[config.mk]
export PLATFORM = sky130hd
export DESIGN_NAME = id_stage_hazard_flat
export DESIGN_NICKNAME = d
export VERILOG_FILES = /design/src/rtl/id_stage_hazard_if.sv /design/src/rtl/id_stage_hazard.sv /design/src/flat_wrapper.sv
export SDC_FILE = /design/constraint.sdc
export NUM_CORES = 2
export LEC_CHECK = 0
export CORE_MARGIN = 1.5
export CORE_UTILIZATION = 28
export DETAILED_ROUTE_END_ITERATION = 10
export SLEW_MARGIN = 20
export SYNTH_ARGS = -nofsm -noshare
export SYNTH_HDL_FRONTEND = slang
export SYNTH_SLANG_ARGS = --single-unit
[constraint.sdc]
create_clock -name clk -period 3.12 [get_ports clk]
set_input_delay 0.468 -clock clk [delete_from_list [all_inputs] [get_ports clk]]
set_output_delay 0.468 -clock clk [all_outputs]
set_load 0.05 [all_outputs]
[src/rtl/id_stage_hazard_if.sv]
// rtl/id_stage_hazard_if.sv - IF/ID, ID/EX, write-back and flush signals of the decode stage
interface id_stage_hazard_if #(
  parameter int XLEN = 32,
  parameter int AW   = 5
);
  logic            in_valid;
  logic            in_ready;
  logic [31:0]     in_ir;
  logic [XLEN-1:0] in_pc;

  logic            out_valid;
  logic            out_ready;
  logic [XLEN-1:0] out_pc;
  logic [AW-1:0]   out_rs1_addr;
  logic [AW-1:0]   out_rs2_addr;
  logic [XLEN-1:0] out_rs1_data;
  logic [XLEN-1:0] out_rs2_data;
  logic [AW-1:0]   out_rd;
  logic            out_is_load;

  logic            wb_en;
  logic [AW-1:0]   wb_rd;
  logic [XLEN-1:0] wb_data;
  logic            flush;

  modport master (
    output in_valid, in_ir, in_pc, out_ready, wb_en, wb_rd, wb_data, flush,
    input  in_ready, out_valid, out_pc, out_rs1_addr, out_rs2_addr,
           out_rs1_data, out_rs2_data, out_rd, out_is_load
  );

  modport slave (
    input  in_valid, in_ir, in_pc, out_ready, wb_en, wb_rd, wb_data, flush,
    output in_ready, out_valid, out_pc, out_rs1_addr, out_rs2_addr,
           out_rs1_data, out_rs2_data, out_rd, out_is_load
  );
endinterface

[src/rtl/id_stage_hazard.sv]
// rtl/id_stage_hazard.sv - decode stage: register file with bypass, load-use bubble, ID/EX register
module id_stage_hazard #(
  parameter int XLEN  = 32,
  parameter int NREGS = 32,
  parameter int CNT_W = 16
) (
  input  logic             clk,
  input  logic             rst,
  id_stage_hazard_if.slave bus,
  output logic [CNT_W-1:0] hazard_cnt
);
  localparam int AW = $clog2(NREGS);
  localparam logic [6:0] OP_LOAD = 7'b0000011;

  logic [XLEN-1:0] regs [NREGS];

  logic [AW-1:0]   rs1, rs2, rd;
  logic            is_load;
  logic [XLEN-1:0] rs1_data, rs2_data;
  logic            advance, hazard;

  logic            v_q;
  logic [XLEN-1:0] pc_q, rs1_data_q, rs2_data_q;
  logic [AW-1:0]   rs1_q, rs2_q, rd_q;
  logic            load_q;
  logic [CNT_W-1:0] cnt_q;

  logic unused_ir;
  assign unused_ir = ^{bus.in_ir[31:25], bus.in_ir[14:12]};

  assign rs1     = AW'(bus.in_ir[19:15]);
  assign rs2     = AW'(bus.in_ir[24:20]);
  assign rd      = AW'(bus.in_ir[11:7]);
  assign is_load = (bus.in_ir[6:0] == OP_LOAD);

  // x0 reads zero; a write-back to the same index in this cycle is forwarded
  always_comb begin
    rs1_data = regs[rs1];
    rs2_data = regs[rs2];
    if (rs1 == '0)
      rs1_data = '0;
    else if (bus.wb_en && bus.wb_rd == rs1)
      rs1_data = bus.wb_data;
    if (rs2 == '0)
      rs2_data = '0;
    else if (bus.wb_en && bus.wb_rd == rs2)
      rs2_data = bus.wb_data;
  end

  assign advance = !v_q || bus.out_ready;
  assign hazard  = bus.in_valid && v_q && load_q && (rd_q != '0) &&
                   ((rd_q == rs1) || (rd_q == rs2));
  assign bus.in_ready = bus.flush || (advance && !hazard);

  always_ff @(posedge clk or negedge rst) begin
    if (!rst) begin
      for (int i = 0; i < NREGS; i++)
        regs[i] <= '0;
    end else if (bus.wb_en && bus.wb_rd != '0) begin
      regs[bus.wb_rd] <= bus.wb_data;
    end
  end

  always_ff @(posedge clk or negedge rst) begin
    if (!rst) begin
      v_q        <= 1'b0;
      pc_q       <= '0;
      rs1_q      <= '0;
      rs2_q      <= '0;
      rs1_data_q <= '0;
      rs2_data_q <= '0;
      rd_q       <= '0;
      load_q     <= 1'b0;
      cnt_q      <= '0;
    end else if (bus.flush) begin
      v_q <= 1'b0;
    end else if (advance) begin
      if (hazard) begin
        v_q <= 1'b0;
        if (cnt_q != {CNT_W{1'b1}})
          cnt_q <= cnt_q + CNT_W'(1);
      end else if (bus.in_valid) begin
        v_q        <= 1'b1;
        pc_q       <= bus.in_pc;
        rs1_q      <= rs1;
        rs2_q      <= rs2;
        rs1_data_q <= rs1_data;
        rs2_data_q <= rs2_data;
        rd_q       <= rd;
        load_q     <= is_load;
      end else begin
        v_q <= 1'b0;
      end
    end
  end

  assign bus.out_valid    = v_q;
  assign bus.out_pc       = pc_q;
  assign bus.out_rs1_addr = rs1_q;
  assign bus.out_rs2_addr = rs2_q;
  assign bus.out_rs1_data = rs1_data_q;
  assign bus.out_rs2_data = rs2_data_q;
  assign bus.out_rd       = rd_q;
  assign bus.out_is_load  = load_q;
  assign hazard_cnt       = cnt_q;
endmodule

[src/flat_wrapper.sv]
// flat-port wrapper written by rule: the top's interface ports become plain ports
module id_stage_hazard_flat 
#(
  parameter int XLEN  = 32,
  parameter int NREGS = 32,
  parameter int CNT_W = 16
)
  (clk, rst, hazard_cnt, bus_in_valid, bus_in_ir, bus_in_pc, bus_out_ready, bus_wb_en, bus_wb_rd, bus_wb_data, bus_flush, bus_in_ready, bus_out_valid, bus_out_pc, bus_out_rs1_addr, bus_out_rs2_addr, bus_out_rs1_data, bus_out_rs2_data, bus_out_rd, bus_out_is_load);
  id_stage_hazard_if #(.XLEN(XLEN), .AW((5))) bus_i ();
  input  logic clk;
  input  logic rst;
  output logic [CNT_W-1:0] hazard_cnt;
  input wire logic [$bits(bus_i.in_valid)-1:0] bus_in_valid;
  input wire logic [$bits(bus_i.in_ir)-1:0] bus_in_ir;
  input wire logic [$bits(bus_i.in_pc)-1:0] bus_in_pc;
  input wire logic [$bits(bus_i.out_ready)-1:0] bus_out_ready;
  input wire logic [$bits(bus_i.wb_en)-1:0] bus_wb_en;
  input wire logic [$bits(bus_i.wb_rd)-1:0] bus_wb_rd;
  input wire logic [$bits(bus_i.wb_data)-1:0] bus_wb_data;
  input wire logic [$bits(bus_i.flush)-1:0] bus_flush;
  output wire logic [$bits(bus_i.in_ready)-1:0] bus_in_ready;
  output wire logic [$bits(bus_i.out_valid)-1:0] bus_out_valid;
  output wire logic [$bits(bus_i.out_pc)-1:0] bus_out_pc;
  output wire logic [$bits(bus_i.out_rs1_addr)-1:0] bus_out_rs1_addr;
  output wire logic [$bits(bus_i.out_rs2_addr)-1:0] bus_out_rs2_addr;
  output wire logic [$bits(bus_i.out_rs1_data)-1:0] bus_out_rs1_data;
  output wire logic [$bits(bus_i.out_rs2_data)-1:0] bus_out_rs2_data;
  output wire logic [$bits(bus_i.out_rd)-1:0] bus_out_rd;
  output wire logic [$bits(bus_i.out_is_load)-1:0] bus_out_is_load;
  assign bus_i.in_valid = bus_in_valid;
  assign bus_i.in_ir = bus_in_ir;
  assign bus_i.in_pc = bus_in_pc;
  assign bus_i.out_ready = bus_out_ready;
  assign bus_i.wb_en = bus_wb_en;
  assign bus_i.wb_rd = bus_wb_rd;
  assign bus_i.wb_data = bus_wb_data;
  assign bus_i.flush = bus_flush;
  assign bus_in_ready = bus_i.in_ready;
  assign bus_out_valid = bus_i.out_valid;
  assign bus_out_pc = bus_i.out_pc;
  assign bus_out_rs1_addr = bus_i.out_rs1_addr;
  assign bus_out_rs2_addr = bus_i.out_rs2_addr;
  assign bus_out_rs1_data = bus_i.out_rs1_data;
  assign bus_out_rs2_data = bus_i.out_rs2_data;
  assign bus_out_rd = bus_i.out_rd;
  assign bus_out_is_load = bus_i.out_is_load;
  id_stage_hazard #(.XLEN(XLEN), .NREGS(NREGS), .CNT_W(CNT_W)) u_core (.clk(clk), .rst(rst), .bus(bus_i), .hazard_cnt(hazard_cnt));
endmodule
==> flow_summary_export.csv <==
group,metric,value,unit
timing,drv_slew,0,
cts,cts-htree-levels,3,
logic_synthesis,yosysWarnings,0,
timing,tightestPinTransition,0.974,ns
global_routing,grt-ovfl-total,0,
logic_synthesis,yosysUniqueCellTypes,56,
cts,clk_pin_slew_worst_paths,0.06,ns
power,pwr-share-seq,0.447,
timing,skew,0.0214,ns
global_routing,antenna_found_initial,5,
layout,multiInputGateArea,29000,um^2
worst_setup_path,reg2reg_depth,9,
place,dp_cells,6815,
worst_setup_path,worstSetupEndpointType,"output port",
logic_synthesis,synth_top_area_share,0.485,
worst_setup_path,startpoint_type,"flip-flop",
power,combinationalPowerShare,0.231,
power,p_int,31.6,mW
power,power_frac_clock,0.322,
cts,cts_root_buf,"clkbuf_16",
power,p_sw_frac,0.288,
layout,seq_area,28900,um^2
worst_setup_path,cp.arrival,2.56,ns
logic_synthesis,synth.avg_cell_area,15.2,um^2
logic_synthesis,synth.largest_area_cell,"dfrtp_1",
worst_setup_path,crit_fanout,5,
run,cap_violations,0,
die,num_rows,168,
routing,vias,38100,
die,dieArea,215000,um^2
timing,max_slew_margin,0.334,
global_routing,grt_pass1_vias,39800,
logic_synthesis,syn_inst,3913,
place,numPortBuffers,226,
routing,drt-total-wl,198000,um
power,p_sw,12.8,mW
global_routing,grt_pass1_wl,290000,um
routing,via_per_inst,5.42,
die,boundaryPins,237,
cts,cts_buffers,117,
worst_setup_path,critPathRequiredTime,2.65,ns
timing,grt_setup_unrepaired,"no",
logic_synthesis,yosysSeqAreaShare,0.485,
logic_synthesis,synth_edf_count,0,
power,ir_drop,0.475,mV
die,core_area,210000,um^2
logic_synthesis,synth_top_cells_by_area,"dfrtp_1 (49%), mux2_2 (20%), mux4_2 (19%)",
timing,final-setup-viol-count,0,
cts,clock-sinks,1153,
cts,clock_latency,0.75,ns
worst_setup_path,crit_type,"reg -> out",
die,die_h,464,um
cts,cts_tree,"built",
routing,first_pass_iters,6,
place,gp_congestion,0.826,
layout,area_delta_synth_final,20.0,%
layout,drive_gt1_frac,0.504,
timing,period_share,0.971,
status,outcome,"finished, final reports clean",
layout,instances_no_fill,7030,
layout,final_nets,4239,
power,p_leak,30.2,nW
logic_synthesis,syn_nets,4021,
logic_synthesis,synth_top_flop_cell,"dfrtp_1",
power,finalPower,44.4,mW
layout,fillers,20100,
global_routing,grt_max_degree,108,
die,fp.dieW,464,um
routing,drtIter0Drc,3151,
cts,max-clock-path-buffers,3,
routing,drtAntennaViolNets,0,
logic_synthesis,async_reset_ff_frac,1.00,
routing,wl_per_cell,28.1,um
worst_hold_path,hold_path.class,"in -> reg",
power,powerDensity,623,nW/um^2
die,start_util,0.283,
global_routing,track_usage,0.182,
logic_synthesis,syn_area,59500,um^2
timing,hold_violations,0,
timing,clock.fmax,0.330,GHz
routing,drt_drc_violations_left,0,
worst_hold_path,hold_path_depth,3,
place,hpwl,125000,um
timing,fin_crit,3.03,ns
logic_synthesis,ys_seq_elements,1153,
-- routing by layer --
layer / part of all wire / track usage / vias up
li1: - / - / 15600
met1: 0.39 / 0.228 / 20600
met2: 0.50 / 0.313 / 1479
met3: 0.058 / 0.0257 / 408
met4: 0.046 / 0.0804 / 0
met5: 0 / 0 / -
-- placed cells by master (no fill, tap or decap), types with 12 or more instances in the layout --
cell	instances
a2111oi_0	14
a211o_1	16
a211oi_1	15
a21oi_1	16
a221o_1	63
a221oi_1	32
buf_12	119
buf_4	202
clkbuf_1	31
clkbuf_16	118
clkbuf_8	26
clkdlybuf4s50_1	211
clkinv_2	20
dfrtp_1	1151
mux2_2	1055
mux2i_1	161
mux4_2	510
nand2_1	164
nand2_2	12
nor2_4	17
nor3_1	37
nor4_1	18
o221ai_1	31
o22ai_1	32
xnor2_1	18
xor2_1	17
-- worst max-delay path: stages, from the launching register on --
cell	delay, ns
dfrtp_2	0.45
or4_4	0.57
o2111ai_4	0.24
buf_6	0.16
or2_2	0.12
a21o_1	0.15
buf_12	0.14
-- state kept, by name (all words and copies together), names as in the netlist --
name	cells
u_core.bus.out_rs2_data	32
u_core.hazard_cnt	16
u_core.bus.out_rd	5
u_core.bus.out_rs1_data	32
u_core.bus.out_pc	32
u_core.bus.out_rs1_addr	5
u_core.bus.out_is_load	1
u_core.bus.out_valid	1
u_core.regs	1024
u_core.bus.out_rs2_addr	5
-- cell families (layout without fill, tap and decap cells) --
| kind of cell | after synthesis | after routing | share of synthesized area |
|---|---|---|---|
| compound gates | 238 | 238 | 0.0334 |
| xor+xnor | 35 | 35 | 0.00516 |
| fa+ha+maj | 1 | 1 | 0.000210 |
| buf+inv | 446 | 757 | 0.0317 |
| flops | 1153 | 1153 | 0.485 |
| mux | 1726 | 1726 | 0.420 |
| other cells | 0 | 1 | 0 |
| simple gates | 314 | 314 | 0.0242 |
-- cells in the mapped netlist, types with 2 or more instances --
cell and number:
buf_1 69, nor3_1 37, nor2b_1 2, and4_1 3
nand2_1 180, buf_6 4, a2111oi_0 15, nand3_1 9
and3_1 8, buf_2 47, a31oi_1 2, buf_4 33
nand4_1 6, nand2b_1 6, nor3b_1 4, mux2_2 1055
nor2_1 24, a21oi_1 16, a211o_1 16, dfrtp_1 1153
mux4_2 510, a221o_1 63, o22ai_1 32, mux2i_1 161
or2_2 2, a211oi_1 15, o21ai_0 4, a221oi_1 32
clkbuf_1 292, nor4_1 18, o221ai_1 31, or3b_2 2
xnor2_1 18, xor2_1 17, nand3b_1 6
-- repair_timing --
action,4_1_cts,5_1_grt
buffers inserted,0,1
endpoints found under the hold margin,32,0
hold buffers,1,0
endpoints found under the setup margin,1,1
pin swaps,0,1
resized for setup,5,0
-- metrics by stage --
stage	setup WS [ns]	hold WS (ns)	area, um^2	setup TNS [ns]	utilization
3_3_place_gp	-0.0994	0.380	67500	-0.346	0.321
5_1_grt	0.00513	0.236	71300	0	0.339
3_5_place_dp	-0.122	0.384	67500	-0.122	0.321
4_1_cts	0.0107	0.195	71300	0	0.339
2_1_floorplan	0.478	0.172	59500	0	-
6_report	0.0894	0.251	71300	0	0.339
-- path summary, 6_finish.rpt --
kind                                         endpoint                  from  slack, ns
setup / recovery                         bus_in_ready  u_core.bus.out_rd[0]       0.09
hold / removal                   u_core.bus.out_pc[0]          bus_in_pc[0]       0.25
setup reg to reg           u_core.bus.out_rs2_data[9]  u_core.bus.out_rd[0]       0.17
hold reg to reg                     u_core.regs[1005]     u_core.regs[1005]       0.40
max in group asynchronous             u_core.regs[32]                   rst       1.76
min in group asynchronous            u_core.regs[647]                   rst       0.31
-- power groups by stage --
stage               registers [mW]  clock network [mW]  logic [mW]
finish                        19.9                14.3        10.3
global route                  20.2                15.2        10.9
CTS                           19.8                14.6        10.3
detailed placement            20.1                   0        10.3
global placement              19.9                   0        10.1
floorplan                     20.3                   0        6.33
-- layout make-up --
class,count,area share
Multi-Input combinational cell,2314,0.406
Sequential cell,1153,0.405
Timing Repair Buffer,544,0.0860
Tap cell,2805,0.0492
Clock buffer,175,0.0480
Clock inverter,37,0.00582
Inverter,1,0.000123
Antenna cell,1,0.0000351
Note: power is estimated with default switching activity, not from simulation.
